`config.mk`:
```
export PLATFORM = sky130hd
export DESIGN_NAME = psum_resolve_drain_flat
export DESIGN_NICKNAME = d
export VERILOG_FILES = /design/src/rtl/psum_resolve_drain_if.sv /design/src/rtl/psum_resolve_drain.sv /design/src/flat_wrapper.sv
export SDC_FILE = /design/constraint.sdc
export NUM_CORES = 1
export LEC_CHECK = 0
export ABC_AREA = 1
export CAP_MARGIN = 0
export CELL_PAD_IN_SITES_DETAIL_PLACEMENT = 1
export CELL_PAD_IN_SITES_GLOBAL_PLACEMENT = 1
export CORE_AREA = 2 2 199 162
export DETAILED_ROUTE_END_ITERATION = 8
export DIE_AREA = 0 0 201 164
export PLACE_DENSITY_LB_ADDON = 0.2
export SLEW_MARGIN = 10
export SYNTH_ARGS = -nofsm -noshare
export SYNTH_HDL_FRONTEND = slang
export SYNTH_SLANG_ARGS = --single-unit
```
`constraint.sdc`:
```
create_clock -name clk -period 5.4 [get_ports clk]
set_clock_uncertainty 0.1 [all_clocks]
set_input_delay 1.08 -clock clk [delete_from_list [all_inputs] [get_ports clk]]
set_output_delay 1.08 -clock clk [all_outputs]
set_load 0.01 [all_outputs]
```
`src/rtl/psum_resolve_drain_if.sv`:
```
// Handshake bundle between the column accumulator, the resolve pipeline
// and the writeback drain.
interface psum_resolve_drain_if #(
    parameter int PSUM_W = 20,
    parameter int OUT_W  = 16
);
    logic              in_valid;
    logic              in_ready;
    logic [PSUM_W-1:0] psum0;
    logic [PSUM_W-1:0] psum1;
    logic              in_last;
    logic              out_valid;
    logic              out_ready;
    logic [OUT_W-1:0]  out_data;
    logic              out_sat;
    logic              out_last;

    modport master (
        output in_valid, psum0, psum1, in_last, out_ready,
        input  in_ready, out_valid, out_data, out_sat, out_last
    );

    modport slave (
        input  in_valid, psum0, psum1, in_last, out_ready,
        output in_ready, out_valid, out_data, out_sat, out_last
    );
endinterface

```
`src/rtl/psum_resolve_drain.sv`:
```
// Resolves a carry-save partial-sum pair to a saturated binary result and
// buffers it in a 4-entry credit-managed drain FIFO.
module psum_resolve_drain #(
    parameter int ARRAYSIZE = 16,
    parameter int OUT_W     = 16,
    parameter logic [$clog2(ARRAYSIZE)+15:0] BIAS_CORR = '0
) (
    input  logic                   clk,
    input  logic                   rst,
    psum_resolve_drain_if.slave    io,
    output logic [15:0]            sat_cnt,
    input  logic                   sat_clr
);
    localparam int PSUM_W = $clog2(ARRAYSIZE) + 16;
    localparam int L      = PSUM_W / 2;
    localparam int H      = PSUM_W - L;

    typedef struct packed {
        logic [OUT_W-1:0] data;
        logic             sat;
        logic             last;
    } ent_t;

    logic              s1_valid_q, s1_valid_d, s1_last_q, s1_last_d;
    logic              s1_cout_q, s1_cout_d;
    logic [L-1:0]      s1_lo_q, s1_lo_d;
    logic [H-1:0]      s1_hi_a_q, s1_hi_a_d, s1_hi_b_q, s1_hi_b_d;
    logic              s2_valid_q, s2_valid_d, s2_last_q, s2_last_d;
    logic [PSUM_W-1:0] s2_sum_q, s2_sum_d;
    logic              s3_valid_q, s3_valid_d;
    ent_t              s3_ent_q, s3_ent_d;
    ent_t              mem_q [4];
    ent_t              mem_d [4];
    logic [1:0]        wr_ptr_q, wr_ptr_d, rd_ptr_q, rd_ptr_d;
    logic [2:0]        count_q, count_d;
    logic [15:0]       sat_cnt_q, sat_cnt_d;

    logic              accept, push, pop;
    logic [PSUM_W-1:0] csa_s, csa_maj, csa_c;
    logic [PSUM_W-OUT_W:0] hi_bits;
    logic [3:0]        occ;

    // Credit counts everything already committed to a FIFO slot.
    always_comb begin
        occ = {1'b0, count_q} + 4'(s1_valid_q) + 4'(s2_valid_q)
            + 4'(s3_valid_q);
        io.in_ready = occ < 4'd4;
        accept = io.in_valid && io.in_ready;
        io.out_valid = count_q != 3'd0;
        pop = io.out_valid && io.out_ready;
        push = s3_valid_q;
        io.out_data = mem_q[rd_ptr_q].data;
        io.out_sat = mem_q[rd_ptr_q].sat;
        io.out_last = mem_q[rd_ptr_q].last;
        sat_cnt = sat_cnt_q;
    end

    always_comb begin
        csa_s = io.psum0 ^ io.psum1 ^ BIAS_CORR;
        csa_maj = (io.psum0 & io.psum1) | (io.psum0 & BIAS_CORR)
                | (io.psum1 & BIAS_CORR);
        csa_c = {csa_maj[PSUM_W-2:0], 1'b0};
        {s1_cout_d, s1_lo_d} = {1'b0, csa_s[L-1:0]} + {1'b0, csa_c[L-1:0]};
        s1_hi_a_d = csa_s[PSUM_W-1:L];
        s1_hi_b_d = csa_c[PSUM_W-1:L];
        s1_valid_d = accept;
        s1_last_d = io.in_last;
    end

    always_comb begin
        s2_sum_d = {s1_hi_a_q + s1_hi_b_q + H'(s1_cout_q), s1_lo_q};
        s2_valid_d = s1_valid_q;
        s2_last_d = s1_last_q;
    end

    // In-range iff every bit above the output sign bit matches the sign.
    always_comb begin
        hi_bits = s2_sum_q[PSUM_W-1:OUT_W-1];
        s3_ent_d.data = s2_sum_q[OUT_W-1:0];
        s3_ent_d.sat = 1'b0;
        s3_ent_d.last = s2_last_q;
        if (s2_sum_q[PSUM_W-1] && !(&hi_bits)) begin
            s3_ent_d.data = {1'b1, {(OUT_W-1){1'b0}}};
            s3_ent_d.sat = 1'b1;
        end else if (!s2_sum_q[PSUM_W-1] && (|hi_bits)) begin
            s3_ent_d.data = {1'b0, {(OUT_W-1){1'b1}}};
            s3_ent_d.sat = 1'b1;
        end
        s3_valid_d = s2_valid_q;
    end

    always_comb begin
        mem_d = mem_q;
        if (push) mem_d[wr_ptr_q] = s3_ent_q;
        wr_ptr_d = push ? wr_ptr_q + 2'd1 : wr_ptr_q;
        rd_ptr_d = pop ? rd_ptr_q + 2'd1 : rd_ptr_q;
        count_d = count_q + 3'(push) - 3'(pop);
        sat_cnt_d = sat_cnt_q;
        if (sat_clr) sat_cnt_d = '0;
        else if (push && s3_ent_q.sat && sat_cnt_q != 16'hFFFF)
            sat_cnt_d = sat_cnt_q + 16'd1;
    end

    always_ff @(posedge clk or posedge rst) begin
        if (rst) begin
            s1_valid_q <= 1'b0;
            s1_last_q  <= 1'b0;
            s1_cout_q  <= 1'b0;
            s1_lo_q    <= '0;
            s1_hi_a_q  <= '0;
            s1_hi_b_q  <= '0;
            s2_valid_q <= 1'b0;
            s2_last_q  <= 1'b0;
            s2_sum_q   <= '0;
            s3_valid_q <= 1'b0;
            s3_ent_q   <= '0;
            for (int i = 0; i < 4; i++) mem_q[i] <= '0;
            wr_ptr_q   <= '0;
            rd_ptr_q   <= '0;
            count_q    <= '0;
            sat_cnt_q  <= '0;
        end else begin
            s1_valid_q <= s1_valid_d;
            s1_last_q  <= s1_last_d;
            s1_cout_q  <= s1_cout_d;
            s1_lo_q    <= s1_lo_d;
            s1_hi_a_q  <= s1_hi_a_d;
            s1_hi_b_q  <= s1_hi_b_d;
            s2_valid_q <= s2_valid_d;
            s2_last_q  <= s2_last_d;
            s2_sum_q   <= s2_sum_d;
            s3_valid_q <= s3_valid_d;
            s3_ent_q   <= s3_ent_d;
            mem_q      <= mem_d;
            wr_ptr_q   <= wr_ptr_d;
            rd_ptr_q   <= rd_ptr_d;
            count_q    <= count_d;
            sat_cnt_q  <= sat_cnt_d;
        end
    end
endmodule

```
`src/flat_wrapper.sv`:
```
// flat-port wrapper written by rule: the top's interface ports become plain ports
module psum_resolve_drain_flat 
#(
    parameter int ARRAYSIZE = 16,
    parameter int OUT_W     = 16,
    parameter logic [$clog2(ARRAYSIZE)+15:0] BIAS_CORR = '0
)
  (clk, rst, sat_cnt, sat_clr, io_in_valid, io_psum0, io_psum1, io_in_last, io_out_ready, io_in_ready, io_out_valid, io_out_data, io_out_sat, io_out_last);
  psum_resolve_drain_if #(.PSUM_W(20), .OUT_W(OUT_W)) io_i ();
  input  logic clk;
  input  logic rst;
  output logic [15:0] sat_cnt;
  input  logic sat_clr;
  input wire logic [$bits(io_i.in_valid)-1:0] io_in_valid;
  input wire logic [$bits(io_i.psum0)-1:0] io_psum0;
  input wire logic [$bits(io_i.psum1)-1:0] io_psum1;
  input wire logic [$bits(io_i.in_last)-1:0] io_in_last;
  input wire logic [$bits(io_i.out_ready)-1:0] io_out_ready;
  output wire logic [$bits(io_i.in_ready)-1:0] io_in_ready;
  output wire logic [$bits(io_i.out_valid)-1:0] io_out_valid;
  output wire logic [$bits(io_i.out_data)-1:0] io_out_data;
  output wire logic [$bits(io_i.out_sat)-1:0] io_out_sat;
  output wire logic [$bits(io_i.out_last)-1:0] io_out_last;
  assign io_i.in_valid = io_in_valid;
  assign io_i.psum0 = io_psum0;
  assign io_i.psum1 = io_psum1;
  assign io_i.in_last = io_in_last;
  assign io_i.out_ready = io_out_ready;
  assign io_in_ready = io_i.in_ready;
  assign io_out_valid = io_i.out_valid;
  assign io_out_data = io_i.out_data;
  assign io_out_sat = io_i.out_sat;
  assign io_out_last = io_i.out_last;
  psum_resolve_drain #(.ARRAYSIZE(ARRAYSIZE), .OUT_W(OUT_W), .BIAS_CORR(BIAS_CORR)) u_core (.clk(clk), .rst(rst), .io(io_i), .sat_cnt(sat_cnt), .sat_clr(sat_clr));
endmodule
```
# After elaboration in Yosys (flattened, before gate mapping)
# Cells that the tools add are included.
[totals] register_bits=169 elab_cells=72
[op_classes] add_sub_neg=11 n_lt_le_gt_ge=4 n_eq_ne=1 mux=10 bitwise=4 reduce_logical=13
[op_table] operator="$bwmux W72" count=1
[op_table] operator="$mux W18" count=3
[op_table] operator="$bmux W18 S2" count=1
[op_table] operator="$demux W18 S2" count=1
[op_table] operator="$mux W17" count=2
[op_table] operator="$mux W16" count=2
[op_table] operator="$xor A20 B20 Y20" count=1
[op_table] operator="$and A19 B19 Y19" count=1
[op_table] operator="$add A16 B1 Y16 const B" count=1
[op_table] operator="$ne A16 B16 Y1 const B" count=1
[op_table] operator="$add A10 B10 Y11" count=1
[op_table] operator="$add A10 B1 Y10" count=1
[op_table] operator="$add A10 B10 Y10" count=1
[op_table] operator="$add A4 B1 Y4" count=2
[op_table] operator="$logic_and A1 B1 Y1" count=7
[op_table] operator="$ge A3 B3 Y1 const B" count=2
[op_table] operator="$not A2 Y3" count=2
[op_table] operator="$reduce_and A5 Y1" count=1
[op_table] operator="$reduce_or A5 Y1" count=1
[op_table] operator="$add A2 B1 Y2 const B" count=2
[op_table] operator="$add A3 B1 Y4" count=1
[op_table] operator="$lt A4 B3 Y1 const B" count=1
[op_table] operator="$add A3 B1 Y3" count=1
[op_table] operator="$lt A3 B1 Y1 const B" count=1
[op_table] operator="4 further kinds" count=5

# Depth between registers and ports, before layout
# Gate-level depths: netlist of the first run.
[depth] ltp_word=6 ltp_mapped=10 mapped_depth_nobuf=10

# Worst setup path after synthesis of the first run
# OpenSTA, ideal clock, no wires.
[synth_timing] kind="input-to-reg" startpoint="input io_psum1[1]" endpoint="register u_core.s1_lo_q[9]" setup_ps=116 arrival_time_ps=2472 required_time_ps=5184 setup_slack_ps=2712 stages=8 path_buffers=0 path_cell_list="ha_1 -> ha_1 -> inv_1 -> fa_1 -> o21ai_0 -> nand3_1 -> nand3_1 -> nand2_1"
[synth_between] elab_chain_len=2 elab_cells_between_ends=3 classes_between="1 x add/sub; 2 x bitwise"
[synth_rtl] element="start, declared" line="flat_wrapper.sv:16" rtl="input wire logic [$bits(io_i.psum1)-1:0] io_psum1;"
[synth_rtl] element="$xor A20 B20 Y20 / $and A19 B19 Y19 (equally long branches)" line="psum_resolve_drain.sv:59, psum_resolve_drain.sv:60"
[synth_rtl] element="$add A10 B10 Y11 *" line="psum_resolve_drain.sv:63" rtl="{s1_cout_d, s1_lo_d} = {1'b0, csa_s[L-1:0]} + {1'b0, csa_c[L-1:0]};"
[synth_rtl] element="named net u_core.s1_lo_d[9]" line="psum_resolve_drain.sv:26" rtl="logic [L-1:0] s1_lo_q, s1_lo_d;"
[synth_rtl] element="end signal, assigned" line="psum_resolve_drain.sv:126" rtl="s1_lo_q <= s1_lo_d;"
[synth_rtl] element="end, declared" line="psum_resolve_drain.sv:26"
# The timed path passes the listed nets; every way through them passes the cells marked *.
# A chain may end at the register's enable or synchronous reset.

# Worst setup path in the final report of the first run
[layout_timing] startpoint="register u_core.rd_ptr_q[1]" endpoint="output io_out_data[1]"
[layout_between] elab_chain_len=4
[layout_rtl] element="start, declared" line="psum_resolve_drain.sv:34" rtl="logic [1:0] wr_ptr_q, wr_ptr_d, rd_ptr_q, rd_ptr_d;"
[layout_rtl] element="start signal, assigned" line="psum_resolve_drain.sv:136" rtl="rd_ptr_q <= rd_ptr_d;"
[layout_rtl] element="$not A2 Y3 (not written as such)" line="psum_resolve_drain.sv:52" rtl="io.out_data = mem_q[rd_ptr_q].data;"
[layout_rtl] element="$bmux W18 S2" line="psum_resolve_drain.sv:52"
[layout_rtl] element="$mux W18 (not written as such) (2 in a row)" line="psum_resolve_drain.sv:52"
[layout_rtl] element="end, declared" line="flat_wrapper.sv:21" rtl="output wire logic [$bits(io_i.out_data)-1:0] io_out_data;"
# Every way passes these cells. The select of a mux whose other input is x is not followed.

==> results of run 1 <==
-- kinds of logic after synthesis --
family	after synthesis
xor gates and xnor gates	21
DFF	169
adders and majority gates	49
AOI/OAI and AO/OA	158
and+or+nand+nor	320
buffers and inverters	109
-- report_power, final --
group	internal [mW]	total, mW	switching (mW)
registers	1.67	1.91	0.236
clock network	0.615	1.17	0.551
logic	0.645	1.52	0.877
total	2.93	4.60	1.66
-- final timing paths --
check | end | slack, ps | cells after the start
setup / recovery | io_out_data[1] | 1440 | 4
hold / removal | u_core.s2_sum_q[9]$_DFF_PP0_ | 250 | 0
min in group asynchronous | u_core.sat_cnt[14]$_DFFE_PP0P_ | 910 | 2
max in group asynchronous | u_core.s1_last_q$_DFF_PP0_ | 3100 | 3
setup reg to reg | u_core.s2_sum_q[18]$_DFF_PP0_ | 3100 | 7
hold reg to reg | u_core.s2_sum_q[9]$_DFF_PP0_ | 250 | 0
-- worst max-delay path: stages (launching register included) --
cell and delay [ps]:
dfrtp_1 640, inv_1 640, o21ai_0 200, o22ai_1 270, clkdlybuf4s50_1 600
-- flip-flops by register name, indices dropped and copies added (netlist names), 2 cells and up --
| name | flops |
|---|---|
| u_core.s3_ent_q | 18 |
| u_core.s1_hi_b_q | 10 |
| u_core.s1_lo_q | 10 |
| u_core.sat_cnt | 16 |
| u_core.count_q | 3 |
| u_core.s1_hi_a_q | 10 |
| u_core.wr_ptr_q | 2 |
| u_core.mem_q | 72 |
| u_core.s2_sum_q | 20 |
| u_core.rd_ptr_q | 2 |
-- final cells by class --
type | count | area [um2]
inverters | 80 | 304
clock inverters | 13 | 110
multi-input cells | 548 | 2970
well taps | 420 | 526
fillers | 3559 | 21500
clock buffers | 19 | 443
repair buffers | 88 | 876
flip-flops and latches | 169 | 4230
-- metal layers --
layer  vias to the layer above  wire [um]
li1                       2823          -
met1                      2708      10200
met2                        75       7910
met3                        19        525
met4                         0        242
met5                         -          0
-- placed cells by master, fill, tap and decap left out, drive strengths merged --
cell,netlist,routed
a21o,2,2
a21oi,14,14
a41oi,1,1
buf,3,7
clkbuf,26,19
clkdlybuf4s50,0,81
clkinv,2,7
clkinvlp,0,2
dfrtp,169,169
fa,5,5
ha,44,44
inv,78,84
nand2,209,209
nand3,27,27
nand3b,2,2
nand4,8,8
nor2,73,73
nor3,1,1
o21ai,121,121
o21bai,2,2
o22ai,18,18
xnor2,7,7
xor2,14,14
-- per-stage QoR --
| stage | area (um2) | power, mW | instances |
|---|---|---|---|
| after floorplan | 7620 | 2.79 | 826 |
| after CTS | 9460 | 4.70 | 1337 |
| final | 9460 | 4.60 | 1337 |
| after detailed placement | 8900 | 3.50 | 1305 |
| after global placement | 8900 | 3.47 | 1305 |
| after global routing | 9460 | 5.00 | 1337 |
==> run metrics, run 1 <==
outcome finished clean; Die Y 164 um; Yosys cell types 27; root buf cell clkbuf_16; cell with the most instances after synthesis nand2_1; DRT Wirelength 18900 um; top cells by area, synth dfrtp_1, nand2_1, o21ai_0; CTS tree built; CP startpoint u_core.rd_ptr_q[1]$_DFFE_PP0P_; Final period util 73.4%; R2R Path Start u_core.s1_hi_b_q[0]$_DFF_PP0_; Synth async-reset ratio 100%; most used routing layer met2; M3 GR Usage 2.38%; Setup WS pre-CTS 1860 ps; Layout area overhead 24.1%; post-DP HPWL 12800 um; tightest hold margin 248 ps; Syn Inst Count 826; antenna violations before repair 0; Die W 201 um; power density over the cells 486 mW/mm2; H-tree Lvls 4; Yosys reg bits 169; Worst Path Arrival 2780 ps; CTS clk-pin slew, worst paths 70 ps; synthesized area 0.00762 mm2; Critical Path RT 4220 ps; max_slew headroom 35.5%; main combinational cell family by area after synthesis simple AND/OR/NAND/NOR gates; final core utilization 30.5%; Slew Limit Fails 0; CP endpoint kind output pin; worst skew pair latency 430 ps; Mean Syn Cell Area 9.22 um2; crit start category register; top cell type by total area after synthesis dfrtp_1; largest net degree at the start of global routing 154; Hold Vio Cnt, Final 0; worst vdd ir 183 uV; Setup TNS 0 ps; via count 5625; crit path time final 3960 ps; WS Path Type register to output pin; Clock Path Buffers 2; setup violators final 0; Clock Sinks 169; GR Util met1 17.8%; Tightest Pin Transition 961 ps; gr usage total 12.2%; Leakage 4.49 nW; number of flops mapped to enable cells by yosys 0; yosys warns 0; sequential area share after synthesis 55.5%; simple-gate share of the synthesized area 17.2%; post-synthesis xor/xnor area fraction 2.41%; post-CTS setup buffer count 0; Yosys top cell area share 55.5%; site row count 58; adder-cell share of the synthesized area 8.54%; Placer Congestion 0.741; DR vias/cell 4.21; Synth Area in Compound Gates 10.9%; ys flop type dfrtp_1; Final Net Count 999; class of the worst hold path register to register; final setup margin 1440 ps; core area 0.0310 mm2; Critical Path Fanout Max 20; # port buffers 81; diode count 0; first-pass GRT wire length 31400 um; maxcap violations 0; drt drc 0; maximum clock rate 252 MHz; routed len/inst 14.1 um; Antenna Nets Post-Route 0; drt pass-1 iters 5; synth cell count leaders nand2_1, dfrtp_1, o21ai_0, inv_1, nor2_1; RSZ-0062 raised after global routing no; Synthesized Nets 921; # hold bufs at CTS 0; post-CTS resize count 0; post-synthesis mux area share 0%; met2 usage 17.9%; vias in the first global route 5714; share of post-route cells with drive strength above 1 5.02%; Worst Hold Launch u_core.s1_lo_q[9]$_DFF_PP0_; Initial Util 24.6%; 1st-iter DRT viols 279; Die Area 0.0330 mm2; total gr overflow 0; I/O Pins 82; Num CTS Buffers 17
Power figures use the tool's default switching activity.
==> inputs of run 2 (changes only) <==
- clock period: 5.4 -> 4 ns (I/O delays scaled with it)
==> run metrics, run 2 (synthesis results as in run 1) <==
outcome finished clean; Slew Limit Fails 0 (unchanged); Setup TNS 0 ps (unchanged); share of post-route cells with drive strength above 1 5.64% (+0.62 points); max reg flops 72 (unchanged); leading cell type in the layout, fill and taps excluded nand2_1; Initial Util 24.6% (unchanged); Critical Path RT 3100 ps (-1120 ps); Worst Hold Launch u_core.s1_lo_q[2]$_DFF_PP0_; top register by number of flip-flops u_core.mem_q; # port buffers 81 (unchanged); Crit path max-delay family buffers and inverters; Placer Congestion 0.738 (-0.32%); drt pass-1 iters 4 (-1); area used by multi-input combinational logic 0.00297 mm2 (unchanged); critical path cell sequence clkinv_1 > o21ai_0 > o22ai_1 > clkdlybuf4s50_1; vias in the first global route 5880 (+2.9%); Die Y 164 um (unchanged); r2r setup slk 1730 ps (-1370 ps); Num CTS Buffers 17 (unchanged); max_slew headroom 33.7% (-1.8 points); largest net degree at the start of global routing 54 (-65%); Leakage 4.51 nW (+0.28%); first-pass GRT wire length 31500 um (+0.38%); Clock Sinks 169 (unchanged); core area 0.0310 mm2 (unchanged); Clock Path Buffers 2 (unchanged); Tightest Pin Transition 988 ps (+27.1 ps); Top Registers u_core.mem_q x72, u_core.s2_sum_q x20, u_core.s3_ent_q x18; # hold bufs at CTS 0 (unchanged); filler instances 3624 (+1.8%); CTS tree built; end of the worst hold path u_core.s2_sum_q[2]$_DFF_PP0_; Layout area overhead 25.0%; H-tree Lvls 4 (unchanged); reg-to-reg endpoint u_core.s2_sum_q[18]$_DFF_PP0_; Die Area 0.0330 mm2 (unchanged); post-DP HPWL 13400 um (+4.4%); Critical Path Fanout Max 37 (+85%); class of the worst hold path register to register; via count 5625 (unchanged); site row count 58 (unchanged); DRT Wirelength 19000 um (+0.35%); maximum clock rate 278 MHz; CTS clk-pin slew, worst paths 70 ps (about the same); Hold Vio Cnt, Final 0 (unchanged); worst vdd ir 265 uV (+45%); crit path time final 3600 ps; flip-flop and latch area 0.00423 mm2 (unchanged); R2R Path Start u_core.s1_hi_b_q[0]$_DFF_PP0_; CP endpoint kind output pin; total gr overflow 0 (unchanged); antenna violations before repair 0 (unchanged); worst r2r path cells 7 (unchanged); most frequent cells in the layout nand2_1, dfrtp_1, o21ai_0; worst hold path stage count 0 (unchanged); worst skew pair latency 440 ps (about the same); max incr delay on CP 770 ps (+130 ps); drt drc 0 (unchanged); Worst Path Arrival 2700 ps (-80 ps); DR vias/cell 4.19 (-0.37%); routed len/inst 14.1 um (about the same); Buf/Inv on CP 2 (unchanged); Setup WS pre-CTS 771 ps (-1090 ps); setup violators final 0 (unchanged); 1st-iter DRT viols 190 (-32%); power density over the cells 657 mW/mm2 (+35%); crit path max-delay cell type clkinv_1; root buf cell clkbuf_16; post-CTS setup buffer count 0 (unchanged); Die W 201 um (unchanged); Final Net Count 1004 (+0.50%); crit start category register; Final period util 89.9%; final setup margin 403 ps (-1030 ps); RSZ-0062 raised after global routing no; tightest hold margin 249 ps (+0.327 ps); gr usage total 12.3% (+0.095 points); maxcap violations 0 (unchanged); post-CTS resize count 0 (unchanged); WS Path Type register to output pin; I/O Pins 82 (unchanged); Antenna Nets Post-Route 0 (unchanged); diode count 0 (unchanged)
## run 2: power breakdown
part	switching (mW)	internal [mW]	total (mW)
Combinational	1.18	0.890	2.07
Sequential	0.319	2.26	2.57
Clock	0.737	0.867	1.60
Total	2.24	4.01	6.25
## run 2: worst max path at each step
stage,start,end,slack [ps],depth (start not counted)
floorplan,rst,u_core.count_q[0]$_DFF_PP0_,950,1
global placement,u_core.rd_ptr_q[0]$_DFFE_PP0P_,io_out_data[4],880,4
detailed placement,u_core.rd_ptr_q[0]$_DFFE_PP0P_,io_out_data[0],770,4
CTS,u_core.rd_ptr_q[0]$_DFFE_PP0P_,io_out_data[0],290,4
global route,u_core.rd_ptr_q[0]$_DFFE_PP0P_,io_out_data[3],100,4
finish,u_core.rd_ptr_q[0]$_DFFE_PP0P_,io_out_data[0],400,4
## run 2: worst register-to-register path: stages, from the launching register on
cell     delay (ps)
dfrtp_1         320
inv_1            50
fa_1            480
fa_1            420
o21ai_0         410
nand4_1         210
nand3_1         120
nand2_1          60
## run 2: per-stage QoR
step	area [um2]	instances	power [mW]	utilization (%)
CTS	9520	1342	6.41	30.7
global route	9520	1342	6.79	30.7
detailed placement	8950	1310	4.75	28.9
global placement	8950	1310	4.71	28.9
finish	9520	1342	6.25	30.7
floorplan	7620	826	3.77	-
## run 2: layer usage
| layer | track usage, % | vias up | wire length (um) |
|---|---|---|---|
| li1 | - | 2830 | - |
| met1 | 17.2 | 2710 | 9820 |
| met2 | 18.9 | 67 | 8390 |
| met3 | 2.64 | 18 | 513 |
| met4 | 4.04 | 0 | 248 |
| met5 | 0 | - | 0 |
## run 2: layout make-up
class / count / share of cell area, %
Clock inverter: 15 / 1.50
Timing Repair Buffer: 93 / 9.73
Clock buffer: 17 / 4.47
Inverter: 80 / 3.19
Multi-Input combinational cell: 548 / 31.2
Sequential cell: 169 / 44.4
Tap cell: 420 / 5.52
==> patch 1, RTL diff (config.mk and constraints of run 2) <==
`s2_sum_q` no longer has a reset.
--- a/src/rtl/psum_resolve_drain.sv
+++ b/src/rtl/psum_resolve_drain.sv
@@ -111,7 +111,6 @@
             s1_hi_b_q  <= '0;
             s2_valid_q <= 1'b0;
             s2_last_q  <= 1'b0;
-            s2_sum_q   <= '0;
             s3_valid_q <= 1'b0;
             s3_ent_q   <= '0;
             for (int i = 0; i < 4; i++) mem_q[i] <= '0;
@@ -128,7 +127,6 @@
             s1_hi_b_q  <= s1_hi_b_d;
             s2_valid_q <= s2_valid_d;
             s2_last_q  <= s2_last_d;
-            s2_sum_q   <= s2_sum_d;
             s3_valid_q <= s3_valid_d;
             s3_ent_q   <= s3_ent_d;
             mem_q      <= mem_d;
@@ -138,5 +136,9 @@
             sat_cnt_q  <= sat_cnt_d;
         end
     end
+
+    always_ff @(posedge clk) begin
+        s2_sum_q <= s2_sum_d;
+    end
 endmodule
 
Behaviour: same outputs for any inputs over 4 cycles, from zero or initial values and one cycle with rst high; that may be too few to reach the edited logic, so the function may still have changed.
==> patch 1 against run 2 <==
  * Worst setup slack better by 0.17 ns
  * Sequential cell count did not move
  * Worst hold slack got worse by 0.0048 ns
  * Clock power increased by 6%
  * Register-to-register slack worse by 0.07 ns
  * Routed wire length up 2.5%
  * Design area shrank 0.57%
  * Synthesized cell count did not move
  * Synthesized area shrank 1.3%
  * Total power is 1.4% higher
  * Critical path type unchanged
  * Largest cell class unchanged
==> patch 1: results (changes against run 2) <==
Run status
  • Status: finished, final reports clean

Critical path
  • Arr. time, crit path: 2.53 ns (-0.17 ns)
  • Crit-path max FO: 10 (-73%)
  • Crit-path max cell delay: 0.54 ns (-0.23 ns)

Placement
  • Placed Instances: 1,311 (+0.076%)
  • Pre-CTS WS: 0.977 ns (+0.205 ns)
  • Post-DP HPWL: 13,400 microns (+0.66%)
  • Routability cong.: 0.722 (-2.2%)

Synthesis
  • Post-synthesis compound-gate area fraction: 0.110 (+0.00145)
  • Synth Area in XOR/XNOR: 0.0245 (+0.000322)
  • Synth Area in Adders: 0.0866 (+0.00114)
  • Dominant cells by area after synthesis: dfrtp_1 50%, nand2_1 10%, o21ai_0 7.7%
  • Post-synthesis sequential area ratio: 0.549 (-0.00592)
  • Top cells by count, synth: 207 x nand2_1, 149 x dfrtp_1, 115 x o21ai_0, 78 x inv_1, 68 x nor2_1
  • Share of synthesized registers carrying an async set or reset: 0.882 (-0.118)
  • Yosys cell types: 28 (+3.7%)

GRT
  • Vias in the first global route: 6,074 (+3.3%)
  • Largest net degree at the start of global routing: 47 (-13%)
  • Total track usage: 0.126 (+0.00268)

Detailed routing
  • Via count: 5,698 (+1.3%)
  • Routed Wire Length: 19,400 microns (+2.5%)
  • Via density: 4.24 (+1.2%)
  • Initial DRC count: 228 (+20%)

Power and ir drop
  • NetSw: 2.24 mW (+0.18%)
  • Peak supply drop: 279 uV (+5.1%)
  • Leakage: 4.48 nW (-0.52%)

Final layout
  • Final #Nets: 1,005 (+0.10%)
  • Fillers: 3,641 (+0.47%)
patch 1: power by group through the flow:
stage	Combinational, mW	Clock [mW]	Sequential [mW]
floorplan	1.30	0	2.47
global placement	2.11	0	2.59
detailed placement	2.16	0	2.59
CTS	2.16	1.76	2.57
global route	2.40	1.84	2.63
finish	2.09	1.69	2.56
patch 1: area by class of cell:
| type | count | area (sq um) | area share |
|---|---|---|---|
| sequential | 169 | 4130 | 0.436 |
| inverter | 80 | 304 | 0.0321 |
| clock inverter | 9 | 75.1 | 0.00793 |
| tap | 420 | 526 | 0.0555 |
| multi-input combinational | 548 | 2970 | 0.314 |
| timing repair buffer | 94 | 933 | 0.0986 |
| clock buffer | 23 | 532 | 0.0562 |
patch 1: final timing paths:
check	slack [ns]	to	from	cells past startpoint
min	0.24	u_core.s2_sum_q[0]	u_core.s1_lo_q[0]	0
max	0.57	io_in_ready	u_core.push	8
min in group asynchronous	0.66	u_core.push	rst	2
min reg2reg	0.24	u_core.s2_sum_q[0]	u_core.s1_lo_q[0]	0
max in group asynchronous	2.34	u_core.mem_q[45]	rst	3
max reg2reg	1.66	u_core.s2_sum_q[18]	u_core.s1_hi_b_q[0]	7
patch 1: critical path: cells and delay by family (launching register included):
| kind | cells | cell delay, ns |
|---|---|---|
| buffers and inverters | 4 | 0.78 |
| AND/OR/NAND/NOR | 2 | 0.15 |
| flip-flops | 1 | 0.54 |
| adder cells (fa/ha/maj) | 2 | 0.64 |
patch 1: routing by layer:
metal  up-vias  GRT usage  wire, microns
li1       2829          -              -
met1      2799      0.170           9910
met2        57      0.203           8830
met3        13     0.0262            495
met4         0     0.0364            215
met5         -          0              0
==> patch 2, RTL diff (settings of run 2) <==
Without the edit above. Register the output `sat_cnt`, cleared by the reset; this adds one clock of latency there. The other outputs are not delayed to match.
--- a/src/rtl/psum_resolve_drain.sv
+++ b/src/rtl/psum_resolve_drain.sv
@@ -20,6 +20,8 @@
         logic             sat;
         logic             last;
     } ent_t;
+
+    logic [15:0] sat_cnt_c;
 
     logic              s1_valid_q, s1_valid_d, s1_last_q, s1_last_d;
     logic              s1_cout_q, s1_cout_d;
@@ -52,7 +54,7 @@
         io.out_data = mem_q[rd_ptr_q].data;
         io.out_sat = mem_q[rd_ptr_q].sat;
         io.out_last = mem_q[rd_ptr_q].last;
-        sat_cnt = sat_cnt_q;
+        sat_cnt_c = sat_cnt_q;
     end
 
     always_comb begin
@@ -138,5 +140,13 @@
             sat_cnt_q  <= sat_cnt_d;
         end
     end
+    always_ff @(posedge clk or posedge rst) begin
+        if (rst) begin
+            sat_cnt <= '0;
+        end else begin
+            sat_cnt <= sat_cnt_c;
+        end
+    end
+
 endmodule
 
Behaviour: not the same (a bounded check fails within 10 cycles, from zero or initial values and one cycle with rst high).
==> patch 2 against run 2 <==
  * Sequential share of layout area increased by 1.7 points
  * Worst setup slack got worse by 0.073 ns
  * Total power increased by 8.0%
  * Design area rose by 5.4%
  * Critical endpoint unchanged
  * Synthesized area is 5.3% higher
  * Routed wire length rose by 1.0%
  * Sequential cell count up 16
  * Final cell count increased by 1.1%
==> patch 2: results (changes against run 2) <==
GRT
  • Largest net degree at the start of global routing: 58 (+7.4%)
  • First-pass GRT wire length: 32,700 microns (+3.6%)
  • Met3 GRT Util: 0.0302 (+0.00377)
  • M2 GR Usage: 0.190 (+0.00126)

Run status
  • Status: finished, final reports clean

Critical path
  • Reg2Reg Setup Slack: 1.75 ns (+0.02 ns)
  • Arr. time, crit path: 2.77 ns (+0.07 ns)

Detailed routing
  • Met2 WL: 8120 microns (-3.3%)
  • Via count: 5,720 (+1.7%)
  • Wirelength per Cell: 14.1 microns (about the same)
  • WL met3: 644 microns (+26%)

Synthesis
  • Syn avg cell area: 9.53 sq um (+3.4%)
  • Synth Area in XOR/XNOR: 0.0229 (-0.00121)
  • Dominant cells by area after synthesis: dfrtp_1 58%, nand2_1 9.7%, o21ai_0 7.1%

Final layout
  • Layout cell share with drive strength beyond 1: 0.0555 (-0.000903)
  • Area Growth Syn to Fin: 25.1% (about the same)
  • Multi-input gate area in the final layout: 2970 sq um (+0.17%)
  • Clock-cell share of area: 0.0664 (+0.00668)
  • Fillers: 3,561 (-1.7%)
  • Signal buf overhead: 0.0935 (-0.00371)

Power and ir drop
  • Seq pwr: 2.71 mW (+5%)
  • Total power: 6.76 mW (+8.0%)

Worst hold path
  • Hold-critical path endpoint: u_core.s2_sum_q[5]

Placement
  • Placed Area: 9370 sq um (+4.6%)
  • Pre-CTS WS: 0.755 ns (-0.0169 ns)
  • Routability cong.: 0.739 (+0.11%)

Clock network
  • Clock sinks: 185 (+9.5%)

Timing
  • Worst hold margin: 0.248 ns (-0.00118 ns)
==> patch 2: cell types whose count changed in the layout (fill, tap and decap cells not counted), moves of 2 or more <==
cell	run 2	this run
dfrtp_1	169	185
nand4_1	8	10
clkinv_4	1	3
bufinv_16	1	5
clkinvlp_4	8	3
==> patch 2: how the worst max path moves through the flow <==
stage                                  start                end  slack [ns]  depth (start not counted)
after global routing      u_core.rd_ptr_q[0]         io_out_sat        0.09                          5
after CTS                 u_core.rd_ptr_q[0]     io_out_data[0]        0.28                          5
after floorplan                          rst  u_core.count_q[0]        0.72                          1
after detailed placement  u_core.rd_ptr_q[0]     io_out_data[0]        0.75                          5
final                     u_core.rd_ptr_q[0]     io_out_data[0]        0.33                          5
after global placement    u_core.rd_ptr_q[0]     io_out_data[0]        0.89                          5
==> patch 2: critical path, delay by kind of cell (launching register included) <==
family | cells | cell delay (ns)
AOI/OAI and AO/OA | 2 | 0.27
buffers and inverters | 3 | 1.72
DFF | 1 | 0.35
